<file path="src/rtl/fwupd_pkg.sv">
// fwupd_pkg: shared constants and types for the firmware-update URAM drain path.
package fwupd_pkg;
    localparam int FWUPD_BANK_WORDS = 128;
    localparam int FWUPD_ADDR_LOW   = $clog2(FWUPD_BANK_WORDS);
    localparam int FWUPD_ADDR_W     = FWUPD_ADDR_LOW + 1;
    typedef logic bank_t;
    typedef enum logic [1:0] {IDLE, READ, DRAIN, RELEASE} state_t;
endpackage

</file>
<file path="src/rtl/fwupd_rd_fifo.sv">
// fwupd_rd_fifo: synchronous FIFO with occupancy count; the head word is visible
// combinationally on dout_o while the FIFO is not empty.
module fwupd_rd_fifo #(
    parameter int WIDTH = 33,
    parameter int DEPTH = 8
) (
    input  logic                       clk_i,
    input  logic                       rst_i,
    input  logic                       push_i,
    input  logic [WIDTH-1:0]           din_i,
    input  logic                       pop_i,
    output logic [WIDTH-1:0]           dout_o,
    output logic                       empty_o,
    output logic [$clog2(DEPTH):0]     count_o
);
    localparam int AW = $clog2(DEPTH);
    logic [WIDTH-1:0] mem_q [DEPTH];
    logic [AW-1:0] wptr_q, rptr_q;
    logic [AW:0] cnt_q;
    logic full, wr, rd;
    assign full    = cnt_q == (AW + 1)'(DEPTH);
    assign empty_o = cnt_q == '0;
    assign count_o = cnt_q;
    assign wr      = push_i && (!full || pop_i);
    assign rd      = pop_i && !empty_o;
    assign dout_o  = mem_q[rptr_q];
    always_ff @(posedge clk_i or posedge rst_i) begin
        if (rst_i) begin
            wptr_q <= '0;
            rptr_q <= '0;
            cnt_q  <= '0;
        end else begin
            wptr_q <= wptr_q + AW'(wr);
            rptr_q <= rptr_q + AW'(rd);
            cnt_q  <= cnt_q + (AW + 1)'(wr) - (AW + 1)'(rd);
        end
    end
    always_ff @(posedge clk_i) begin
        if (wr) mem_q[wptr_q] <= din_i;
    end
    // Upstream credit accounting must make this unreachable.
    assert property (@(posedge clk_i) disable iff (rst_i) !(push_i && full && !pop_i))
        else $error("fwupd_rd_fifo: push while full");
endmodule

</file>
<file path="src/rtl/fwupd_rdout.sv">
// fwupd_rdout: drains full URAM ping-pong banks in strict alternation onto a
// valid/ready stream and hands each bank back once its last word is accepted.
module fwupd_rdout
    import fwupd_pkg::*;
#(
    parameter int DATA_WIDTH = 32,
    parameter int ADDR_LOW   = FWUPD_ADDR_LOW,
    parameter int RD_LAT     = 2,
    parameter int FIFO_DEPTH = 8
) (
    input  logic                  clk_i,
    input  logic                  rst_i,
    input  logic [1:0]            bank_full_i,
    output logic [1:0]            bank_free_o,
    output logic                  ren_o,
    output logic [ADDR_LOW:0]     raddr_o,
    input  logic [DATA_WIDTH-1:0] rdata_i,
    output logic [DATA_WIDTH-1:0] m_tdata,
    output logic                  m_tvalid,
    input  logic                  m_tready,
    output logic                  m_tlast,
    output logic                  busy_o,
    output logic                  err_o
);
    localparam int CW = $clog2(FIFO_DEPTH) + 1;
    state_t state_q;
    bank_t cur_bank_q;
    logic [ADDR_LOW-1:0] word_q;
    logic [1:0] pending_q, pending_d, clr;
    logic err_q;
    logic [RD_LAT-1:0] pipe_v_q, pipe_l_q;
    logic [CW-1:0] fifo_cnt;
    logic fifo_empty;
    logic [DATA_WIDTH:0] fifo_head;
    int inflight;
    // Reads still in the URAM pipeline hold a FIFO slot, so a push can never overflow.
    assign inflight    = $countones(pipe_v_q);
    assign ren_o       = (state_q == READ) && (int'(fifo_cnt) + inflight < FIFO_DEPTH);
    assign raddr_o     = (state_q == READ) ? {cur_bank_q, word_q} : '0;
    assign clr         = (state_q == RELEASE) ? (2'b01 << cur_bank_q) : 2'b00;
    assign bank_free_o = clr;
    assign pending_d   = bank_full_i | (pending_q & ~clr);
    assign err_o       = err_q;
    assign busy_o      = (state_q != IDLE) || !fifo_empty;
    assign m_tvalid    = !fifo_empty;
    assign m_tdata     = fifo_empty ? '0 : fifo_head[DATA_WIDTH-1:0];
    assign m_tlast     = !fifo_empty && fifo_head[DATA_WIDTH];
    always_ff @(posedge clk_i or posedge rst_i) begin
        if (rst_i) begin
            state_q    <= IDLE;
            cur_bank_q <= '0;
            word_q     <= '0;
            pending_q  <= '0;
            err_q      <= 1'b0;
            pipe_v_q   <= '0;
            pipe_l_q   <= '0;
        end else begin
            pending_q <= pending_d;
            err_q     <= err_q | (|(bank_full_i & pending_q & ~clr));
            pipe_v_q  <= RD_LAT'({pipe_v_q, ren_o});
            pipe_l_q  <= RD_LAT'({pipe_l_q, ren_o && (&word_q)});
            case (state_q)
                IDLE: if (pending_q[cur_bank_q]) begin
                    state_q <= READ;
                    word_q  <= '0;
                end
                READ: if (ren_o) begin
                    word_q <= word_q + ADDR_LOW'(1);
                    if (&word_q) state_q <= DRAIN;
                end
                DRAIN: if (m_tvalid && m_tready && m_tlast) state_q <= RELEASE;
                RELEASE: begin
                    cur_bank_q <= ~cur_bank_q;
                    state_q    <= IDLE;
                end
                default: state_q <= IDLE;
            endcase
        end
    end
    fwupd_rd_fifo #(.WIDTH(DATA_WIDTH + 1), .DEPTH(FIFO_DEPTH)) u_fifo (
        .clk_i   (clk_i),
        .rst_i   (rst_i),
        .push_i  (pipe_v_q[RD_LAT-1]),
        .din_i   ({pipe_l_q[RD_LAT-1], rdata_i}),
        .pop_i   (m_tvalid && m_tready),
        .dout_o  (fifo_head),
        .empty_o (fifo_empty),
        .count_o (fifo_cnt)
    );
endmodule
</file>
<file path="config.mk">
export PLATFORM = sky130hd
export DESIGN_NAME = fwupd_rdout
export DESIGN_NICKNAME = d
export VERILOG_FILES = /design/src/rtl/fwupd_pkg.sv /design/src/rtl/fwupd_rd_fifo.sv /design/src/rtl/fwupd_rdout.sv
export SDC_FILE = /design/constraint.sdc
export NUM_CORES = 1
export LEC_CHECK = 0
export CORE_MARGIN = 1.5
export CORE_UTILIZATION = 50
export DETAILED_ROUTE_END_ITERATION = 12
export PLACE_DENSITY = 0.76
export SLEW_MARGIN = 20
export SYNTH_ARGS = -nofsm -noshare
export SYNTH_HDL_FRONTEND = slang
export SYNTH_SLANG_ARGS = --single-unit
</file>
<file path="constraint.sdc">
create_clock -name clk_i -period 5.3 [get_ports clk_i]
set_input_delay 0.53 -clock clk_i [delete_from_list [all_inputs] [get_ports clk_i]]
set_output_delay 0.53 -clock clk_i [all_outputs]
set_load 0.01 [all_outputs]
</file>
# Word level (Yosys, flattened, before mapping)

Memories as Yosys holds them, arrays and structs flattened.
Cells that the tools add are included.

ROM bits: 0
Bits in writable memories: 264
Logic and storage cells: 70
Input bits: 37
Bits in latches: 0
Output and inout port bits: 47
Memories kept: 1
Flip-flop bits (word level): 27

Memory list:

| name         | words | bits a word | read ports | clocked after memory_dff | wr ports | line                | source |
|---|---|---|---|---|---|---|---|
| u_fifo.mem_q | 8     | 33          | 1          | 0                        | 1        | fwupd_rd_fifo.sv:17 | `logic [WIDTH-1:0] mem_q [DEPTH];` |

Divide/modulo/power cells: 0
$mul: 0
Bitwise logic cells: 7
Shift-type cells: 1
Reductions and logical operators: 19
Multiplexer cells: 15
$lt $le $gt $ge: 2
Equality and inequality tests: 8
Add/sub/neg operators: 7

Operators by type and width:

| kind                | number |
|---|---|
| $mux 32             | 1 |
| $mux 7              | 2 |
| $pmux 7 s2          | 1 |
| $mux 2              | 5 |
| $mux 8              | 1 |
| $pmux 2 s4          | 1 |
| $add 7x1->7 const B | 1 |
| $logic_and 1x1->1   | 7 |
| $reduce_and 7->1    | 1 |
| $add 3x1->3         | 2 |
| $and 2x2->2         | 3 |
| $ne 2x2->1 const B  | 3 |
| $add 4x2->5         | 1 |
| $lt 5x4->1 const B  | 1 |
| $add 4x1->4         | 1 |
| $eq 2x2->1 const B  | 2 |
| $eq 4x4->1 const B  | 1 |
| $logic_not 4->1     | 1 |
| $mux 1              | 4 |
| $reduce_and 4->1    | 1 |
| $reduce_bool 2->1   | 2 |
| $sub 4x1->4         | 1 |
| $reduce_and 3->1    | 1 |
| $add 1x1->2         | 1 |
| 12 further kinds    | 14 |

# Depth between registers and ports, before layout

Gate-level depths: netlist of the first run.

Depth in word-level cells: 7
Gate-level depth with buffers: 10
Mapped depth without buffers: 10

# By module

From an unflattened synthesis of the first run, not the netlist that was laid out.

Cell total of the unflattened synthesis: 565
Area total of the unflattened synthesis: 11633.7 sq um

Modules (own cells, without submodules):

| module        | area each (sq um) | times used | cells an instance | seq. area each (sq um) |
|---|---|---|---|---|
| fwupd_rd_fifo | 10475.0           | 1          | 432               | 8177.8 |
| fwupd_rdout   | 1158.6            | 1          | 133               | 425.4 |

# Worst setup path before layout of the first run

Ideal clock, no wire load.

Path kind: reg2reg
From: register u_fifo.cnt_q[2], in the netlist u_fifo.count_o[2]
To: memory u_fifo.mem_q[1][0] (enable)
Buffers on the path: 0
Slack: 1.342 ns
Period minus slack after synthesis: 3.958 ns
Cell stages (with the launch flop): 7
Data required time: 4.836 ns
Data arrival time: 3.494 ns
Setup time: 0.464 ns
Cells stage by stage: dfrtp_1 inv_1 ha_1 nand2b_1 a41oi_1 nand2_1 nor3_1

Word-level cells in the longest chain between the ends: 7
Elaborated cells on any way between the ends: 9
Those cells by class: eq/ne: 1; mux: 2; reduce/logical: 6

RTL lines:

| element                        | line                | source |
|---|---|---|
| from (decl)                    | fwupd_rd_fifo.sv:19 | `logic [AW:0] cnt_q;` |
| from (signal assigned)         | fwupd_rd_fifo.sv:35 | `cnt_q <= cnt_q + (AW + 1)'(wr) - (AW + 1)'(rd);` |
| $logic_not 4->1                | fwupd_rd_fifo.sv:22 | `assign empty_o = cnt_q == '0;` |
| $logic_not 1->1                | fwupd_rdout.sv:45   | `assign m_tvalid = !fifo_empty;` |
| $logic_and 1x1->1              | fwupd_rdout.sv:85   | `.pop_i (m_tvalid && m_tready),` |
| $logic_or 1x1->1 *             | fwupd_rd_fifo.sv:24 | `assign wr = push_i && (!full \|\| pop_i);` |
| $logic_and 1x1->1 *            | fwupd_rd_fifo.sv:24 |  |
| $mux 1 *                       | fwupd_rd_fifo.sv:39 | `if (wr) mem_q[wptr_q] <= din_i;` |
| $mux 1 (implied by the code) * | fwupd_rd_fifo.sv:39 |  |
| to (decl)                      | fwupd_rd_fifo.sv:17 |  |

Every way passes the cells marked *; elsewhere a longest branch is shown, timed or not.

# Worst setup path after layout of the first run

From: register u_fifo.rptr_q[1]
To: output m_tdata[5]

Word-level cells in the longest chain between the ends: 2

RTL lines:

| element                | line                | source |
|---|---|---|
| from (decl)            | fwupd_rd_fifo.sv:18 | `logic [AW-1:0] wptr_q, rptr_q;` |
| from (signal assigned) | fwupd_rd_fifo.sv:34 | `rptr_q <= rptr_q + AW'(rd);` |
| $mem_v2 8x33           | n/a                 |  |
| $mux 32                | fwupd_rdout.sv:46   | `assign m_tdata = fifo_empty ? '0 : fifo_head[DATA_WIDTH-1:0];` |
| to (decl)              | fwupd_rdout.sv:18   | `output logic [DATA_WIDTH-1:0] m_tdata,` |

No other way between the ends.

==> results.toml, run 1 <==
[run_status]
status = "finished clean"

[critical_path]
endpoint_kind = "primary output"
path_class = "reg2out"
crit_required_ns = 4.77
startpoint = "u_fifo.rptr_q[1]"
worst-path-max-fanout = 36
cp-start-kind = "flip-flop"
arrival_ns = 3.21
r2r_start = "u_fifo.count_o[2]"

[global_route]
grt_pass1_wl_um = 33750
grt_max_degree = 37
antenna_found_initial = 0
overflow = 0
grtUsageTotal_pct = 18.68
grt_pass1_vias = 5839

[worst_hold_path]
worstHoldPathType = "reg2reg"
hp-start = "pipe_l_q[0]"

[place]
pre_cts_slack_ns = 2.024
globalplace.congestion = 0.7429
post-place-cells = 933
dp_hpwl_um = 13160
dpl_cell_area_um2 = 12820
port_buffers = 83

[synth]
syn-mean-instance-area_um2 = 20.10
synth_ff_type = "edfxtp_1"
ys_types = 40
synth_area_um2 = 11500
synthArstFlopShare_pct = 9.278
synth_nets = 628
ys_seq_elements = 291
seq_area_frac_synth_pct = 74.83
synth_warnings = 0
synth_edf_count = 264
synth_cells = 572

[power_and_ir_drop]
power_density_nw_per_um2 = 522.4
vdd_drop_max_mv = 0.3403
p_leak_nw = 4.677
total_power_mw = 7.148

[detailed_routing]
ant_nets = 0
num_vias = 5581
drc = 0
wl_um = 21460
wl_per_cell_um = 21.81
routed_via_density = 5.672
first_pass_iters = 5
drt-initial-drc-count = 406

[finish]
drive_gt1_share_pct = 19.03
fin_util_pct = 60.62
diodes = 0
fin_cells = 984
fin_area_um2 = 13680
area_delta_synth_final_pct = 19.00
nets = 734

[sta]
period_minus_slack_ns = 3.740
worst_pin_slew_ns = 0.9060
clock_skew_ns = 0.01475
relSlewSlack_pct = 39.34
tns_ns = 0
fmax_mhz = 267.4
whs_ns = 0.3698
period_share_pct = 70.57
setup_slack_ns = 1.560
hold_viol = 0
setup_viol = 0
final_max_slew_viol_count = 0
rsz0062_at_grt = "no"

[floorplan]
dieArea_um2 = 23910
die_x_um = 154.6
num_io_pins = 84
core_area_um2 = 22570
row_count = 55
start_util_pct = 50.94
die_height_um = 154.6

[clocking]
cts_resized = 0
cts_buffers = 28
cts.reportedPaths.clkPinSlew_ns = 0.06
clk_latency_ns = 0.54
clock-sinks = 291
clockBufferDepth = 3
postCtsSetupBuffers = 0
cts-root-buf = "clkbuf_16"
htreeDepth = 1
cts_hold_buf = 0
cts_tree = "yes"

[run]
max-cap-violations = 0
==> cell families after synthesis <==
kind of cell,count (synthesis),share of synthesized area [%]
buf+inv,39,1.371
xor+xnor,5,0.3809
simple gates,92,3.842
compound gates,23,1.491
mux,103,15.95
flops,291,74.83
fa+ha+maj,19,2.133
==> state kept, by name (all words and copies together), names as in the netlist, 3 cells and up <==
signal and cells:
word_q 7, u_fifo.rptr_q 3, u_fifo.mem_q 264, u_fifo.count_o 4, u_fifo.wptr_q 3
==> power by group <==
group | internal, mW | total, mW | switching [mW]
sequential | 2.74 | 3.01 | 0.276
combinational | 1.25 | 2.28 | 1.03
clock | 1.06 | 1.86 | 0.792
==> routing by layer <==
layer / global-route usage, % / share of wire, %
met2: 32.22 / 51
met1: 25.15 / 42
met5: 0 / 0
met3: 3.194 / 5.4
met4: 4.304 / 1.4
==> worst max-delay path, stage by stage, from the launching register on <==
cell	delay (ns)
dfrtp_2	0.93
buf_4	0.55
mux4_2	0.38
mux2i_1	0.20
nor2_1	0.09
clkdlybuf4s50_1	0.49
==> layout by cell type, fill, tap and decap left out, drive strengths merged, types with 2 or more instances in the layout <==
cell type / count
edfxtp: 264
clkdlybuf4s50: 83
mux4: 64
nor2: 44
mux2i: 37
clkbuf: 34
dfrtp: 27
ha: 18
buf: 17
inv: 15
clkinv: 15
nand2: 11
and2: 9
nand3: 5
nand2b: 5
xor2: 5
a21o: 4
nor2b: 4
a21oi: 4
a32o: 2
and4: 2
o31ai: 2
and3: 2
a31oi: 2
nor3: 2
mux2: 2
o21ai: 2
or3: 2
bufinv: 2
nor3b: 2
==> area by class of cell <==
class                           instances  area, um^2
Fill cell                            1563        8890
Sequential cell                       291        8610
Multi-Input combinational cell        242        2796
Timing Repair Buffer                  100        1003
Clock buffer                           34       723.2
Tap cell                              285       356.6
Clock inverter                         17       136.4
Inverter                               15       56.30
==> cell usage after synthesis, types with 4 or more instances <==
master,n,share of area (%)
edfxtp_1,264,69
mux4_2,64,13
nor2_1,44,1.4
mux2i_1,37,3.2
dfrtp_1,27,5.9
ha_1,18,2.0
inv_1,15,0.49
nand2_1,11,0.36
clkbuf_1,10,0.33
and2_1,9,0.49
buf_2,9,0.39
buf_1,5,0.16
nand2b_1,5,0.27
nand3_1,5,0.22
xor2_1,5,0.38
a21o_1,4,0.26
a21oi_1,4,0.17
nor2b_1,4,0.22
==> worst paths after layout <==
| path | end | slack [ns] | depth (start not counted) |
|---|---|---|---|
| hold reg to reg | pipe_l_q[1] | 0.37 | 0 |
| max in group asynchronous | u_fifo.rptr_q[0] | 4.46 | 2 |
| setup reg to reg | u_fifo.count_o[2] | 2.23 | 10 |
| hold / removal | pipe_l_q[1] | 0.37 | 0 |
| min in group asynchronous | u_fifo.wptr_q[1] | 0.39 | 2 |
| setup / recovery | m_tdata[5] | 1.56 | 5 |
Note: power is estimated with default switching activity, not from simulation.
==> inputs of run 2 (changes only) <==
--- a/config.mk
+++ b/config.mk
@@ -8,7 +8,7 @@
 export CORE_MARGIN = 1.5
 export CORE_UTILIZATION = 50
 export DETAILED_ROUTE_END_ITERATION = 12
-export PLACE_DENSITY = 0.76
+export PLACE_DENSITY = 0.78
 export SLEW_MARGIN = 20
 export SYNTH_ARGS = -nofsm -noshare
 export SYNTH_HDL_FRONTEND = slang
==> constraint.sdc (replaced) <==
create_clock -name clk_i -period 3.2 [get_ports clk_i]
set_input_delay 0.32 -clock clk_i [delete_from_list [all_inputs] [get_ports clk_i]]
set_output_delay 0.32 -clock clk_i [all_outputs]
set_load 0.01 [all_outputs]
==> results.toml, run 2 (synthesis gave the netlist of run 1 again) <==
[critical_path]
arrival_ns = 2.68
crit_top_cell = "buf_4"
worst-path-max-fanout = 10
reg2regPathDepth = 7
worst_path_max_delay_cell = "dfrtp_4"
crit_chain = "buf_4 -> buf_4 -> mux4_2 -> mux2i_1 -> nor2_1 -> clkdlybuf4s50_1"
path_class = "reg2out"
crit_required_ns = 2.88
reg2reg_slack_ns = 0.61
endpoint_kind = "primary output"
critical_path.max_stage_delay_ns = 0.56
cp-start-kind = "flip-flop"

[sta]
period_share_pct = 93.67
worst_pin_slew_ns = 0.6077
fmax_mhz = 333.6
rsz0062_at_grt = "no"
period_minus_slack_ns = 2.997
hold_viol = 0
tns_ns = 0
clock_skew_ns = 0.01944
relSlewSlack_pct = 59.49
setup_viol = 0
final_max_slew_viol_count = 0

[floorplan]
dieArea_um2 = 23910
num_io_pins = 84
start_util_pct = 50.94
row_count = 55
die_height_um = 154.6
core_area_um2 = 22570
die_x_um = 154.6

[power_and_ir_drop]
total_power_mw = 12.25
p_leak_nw = 4.815
power_density_nw_per_um2 = 879.1
vdd_drop_max_mv = 0.5342

[clocking]
htreeDepth = 1
clockBufferDepth = 3
cts_tree = "yes"
cts_buffers = 29
clk_latency_ns = 0.54
clock-sinks = 291
cts-root-buf = "clkbuf_16"
cts.reportedPaths.clkPinSlew_ns = 0.06
cts_hold_buf = 0

[finish]
largest_reg_flops = 264
final_cell_mix = "edfxtp_1, clkdlybuf4s50_1, mux4_2, nor2_1, mux2i_1"
nets = 754
drive_gt1_share_pct = 21.42
n_fill_cell = 1539
area_delta_synth_final_pct = 21.22
diodes = 0
fin_util_pct = 61.75
regMostFlops = "u_fifo.mem_q"
final_common_cell = "edfxtp_1"

[global_route]
grtUsageTotal_pct = 19.24
grt_max_degree = 24
antenna_found_initial = 0
grt_pass1_wl_um = 34780
grt_pass1_vias = 6118
overflow = 0

[run]
max-cap-violations = 0

[detailed_routing]
drc = 0
ant_nets = 0
num_vias = 5800
wl_per_cell_um = 22.02
routed_via_density = 5.777
first_pass_iters = 4
drt-initial-drc-count = 430
wl_um = 22110

[worst_hold_path]
worstHoldPathType = "in2async"

[place]
dp_hpwl_um = 13050
port_buffers = 83
globalplace.congestion = 0.7562

[run_status]
status = "finished clean"
-- run 2: metal layers --
metal | track usage (%) | up-vias | wire [um]
met5 | 0 | - | 0
met4 | 5.952 | 0 | 440
met3 | 3.222 | 38 | 1257
met2 | 32.37 | 218 | 11290
met1 | 26.05 | 2990 | 9123
li1 | - | 2554 | -
-- run 2: per-stage QoR --
step           setup slack, ns  hold slack [ns]  cells  area, um^2
2_1_floorplan           0.1239           0.3312    572       11510
3_3_place_gp            0.4477           0.3522    944       12930
3_5_place_dp            0.4404           0.3395    944       12930
4_1_cts                0.02107           0.1484    997       13880
5_1_grt                0.06274           0.1785   1004       13940
6_report                0.2027           0.1327   1004       13940
-- run 2: path summary, 6_finish.rpt --
path,from,endpoint
worst max-delay path,u_fifo.rptr_q[0],m_tdata[23]
max in group asynchronous,rst_i,u_fifo.rptr_q[1]
worst min-delay path,rst_i,word_q[1]
worst min register to register,pipe_l_q[0],pipe_l_q[1]
min in group clk_i,pipe_l_q[0],pipe_l_q[1]
worst max register to register,u_fifo.count_o[3],u_fifo.mem_q[4][4]
-- run 2: area by class of cell --
| type | count | area (um^2) | share of cell area, % |
|---|---|---|---|
| inverter | 15 | 56.30 | 0.4040 |
| sequential | 291 | 8612 | 61.79 |
| clock inverter | 13 | 146.4 | 1.050 |
| tap | 285 | 356.6 | 2.559 |
| timing repair buffer | 119 | 1184 | 8.493 |
| multi-input combinational | 242 | 2809 | 20.15 |
| clock buffer | 39 | 773.2 | 5.548 |
-- run 2: what timing repair did --
action                                  CTS  global route
endpoints found under the hold margin     0             0
endpoints found under the setup margin   21             6
buffers inserted                          1             7
gates resized for setup                   0             1
-- run 2: worst max-delay path: cells and delay by family (launching register included) --
kind	cells	cell delay [ns]
buffers and inverters	3	0.84
DFF	1	0.56
muxes	2	0.67
and+or+nand+nor	1	0.07
-- run 2: report_power, final --
part	internal, mW	switching [mW]
combinational	2.22	1.87
clock	1.93	1.34
sequential	4.54	0.353
==> inputs of run 3 (changes only) <==
--- a/config.mk
+++ b/config.mk
@@ -9,6 +9,7 @@
 export CORE_UTILIZATION = 50
 export DETAILED_ROUTE_END_ITERATION = 12
 export PLACE_DENSITY = 0.78
+export SKIP_CTS_REPAIR_TIMING = 1
 export SLEW_MARGIN = 20
 export SYNTH_ARGS = -nofsm -noshare
 export SYNTH_HDL_FRONTEND = slang
==> results.toml, run 3 (synthesis gave the netlist of run 1 again) <==
[global_route]
grt_pass1_vias = 6091
overflow = 0
grt_max_degree = 31
antenna_found_initial = 0
grtUsageTotal_pct = 19.15
grt_pass1_wl_um = 34670

[sta]
final_max_slew_viol_count = 0
tns_ns = 0
worst_pin_slew_ns = 0.6046
hold_viol = 0
period_minus_slack_ns = 2.973
clock_skew_ns = 0.02134
relSlewSlack_pct = 59.69
setup_slack_ns = 0.2272
rsz0062_at_grt = "no"
period_share_pct = 92.90
fmax_mhz = 336.4
setup_viol = 0

[critical_path]
endpoint_kind = "primary output"
crit_chain = "buf_4 -> mux4_2 -> mux2i_1 -> nor2_1 -> clkdlybuf4s50_1"
crit_family = "buffers and inverters"
r2r_start = "u_fifo.count_o[3]"
critical_path.max_stage_delay_ns = 0.56
arrival_ns = 2.65
reg2reg_slack_ns = 0.63
reg2regPathDepth = 7
worst-path-max-fanout = 10
worst_path_max_delay_cell = "dfrtp_4"
path_buf_inv = 2
path_class = "reg2out"
worstReg2RegEnd = "u_fifo.mem_q[4][4]"
crit_required_ns = 2.88
path_depth = 5
cp-start-kind = "flip-flop"

[floorplan]
die_x_um = 154.6
die_height_um = 154.6
row_count = 55
start_util_pct = 50.94
num_io_pins = 84
core_area_um2 = 22570
dieArea_um2 = 23910

[detailed_routing]
drt-initial-drc-count = 378
routed_via_density = 5.756
wl_um = 22210
num_vias = 5779
drc = 0
first_pass_iters = 4
wl_per_cell_um = 22.12
ant_nets = 0

[finish]
nets = 754
fin_cells = 1004
diodes = 0
area_delta_synth_final_pct = 21.26
drive_gt1_share_pct = 21.42
largest_reg_flops = 264
n_fill_cell = 1534
regMostFlops = "u_fifo.mem_q"
regArea_um2 = 8612
multiInputGateArea_um2 = 2809
final_cell_mix = "edfxtp_1, clkdlybuf4s50_1, mux4_2, nor2_1, mux2i_1"
final_common_cell = "edfxtp_1"

[power_and_ir_drop]
total_power_mw = 12.27
vdd_drop_max_mv = 0.5325
p_leak_nw = 4.816
power_density_nw_per_um2 = 879.9

[run_status]
status = "finished clean"

[clocking]
cts_tree = "yes"
clock-sinks = 291
clk_latency_ns = 0.54
cts.reportedPaths.clkPinSlew_ns = 0.06
cts-root-buf = "clkbuf_16"
htreeDepth = 1
clockBufferDepth = 3
cts_buffers = 29

[run]
max-cap-violations = 0

[worst_hold_path]
worstHoldPathType = "in2async"

[place]
dp_hpwl_um = 13050
port_buffers = 83
pre_cts_slack_ns = 0.4404
post-place-cells = 944
globalplace.congestion = 0.7562
## run 3: cell counts in the layout (fill, tap and decap cells not counted)
No cell type changed its count.
## run 3: metal layers
| layer | vias to the layer above | routed length [um] | GRT usage [%] |
|---|---|---|---|
| li1 | 2554 | - | - |
| met1 | 3004 | 9328 | 26.00 |
| met2 | 185 | 11460 | 32.30 |
| met3 | 36 | 977 | 3.194 |
| met4 | 0 | 446 | 5.632 |
| met5 | - | 0 | 0 |
## run 3: report_power, final
| group | switching (mW) | internal (mW) | total [mW] | leakage, nW |
|---|---|---|---|---|
| clock | 1.34 | 1.93 | 3.27 | 0.447 |
| sequential | 0.352 | 4.54 | 4.89 | 2.71 |
| combinational | 1.88 | 2.23 | 4.10 | 1.66 |
## run 3: per-stage QoR
stage | area (um^2) | hold slack [ns] | utilization (%)
final | 13940 | 0.1280 | 61.77
after global routing | 13940 | 0.1785 | 61.77
after CTS | 13850 | 0.1484 | 61.38
after detailed placement | 12930 | 0.3395 | 57.31
after global placement | 12930 | 0.3522 | 57.31
after floorplan | 11510 | 0.3312 | -
## run 3: worst max path at each step
stage	startpoint	end	slack, ns
2_1_floorplan	u_fifo.count_o[2]	u_fifo.mem_q[7][0]	0.12
3_3_place_gp	u_fifo.rptr_q[0]	m_tdata[21]	0.45
3_5_place_dp	u_fifo.rptr_q[0]	m_tdata[21]	0.44
4_1_cts	u_fifo.rptr_q[0]	m_tdata[21]	-0.19
5_1_grt	u_fifo.count_o[2]	m_tlast	0.06
6_report	u_fifo.rptr_q[0]	m_tdata[21]	0.23
## run 3: cell type report
cell class | instances | share of cell area (%)
tap | 285 | 2.558
timing repair buffer | 119 | 8.526
multi-input combinational | 242 | 20.15
inverter | 15 | 0.4038
clock inverter | 13 | 1.050
sequential | 291 | 61.77
clock buffer | 39 | 5.546
## run 3: worst register-to-register path, cell delays in order (launching register included)
cell and delay (ns):
dfrtp_1 0.42, inv_1 0.07, ha_1 0.20, nand2b_1 0.15
a41oi_1 0.41, nand2b_1 0.34, nor2_4 0.42, buf_4 0.27
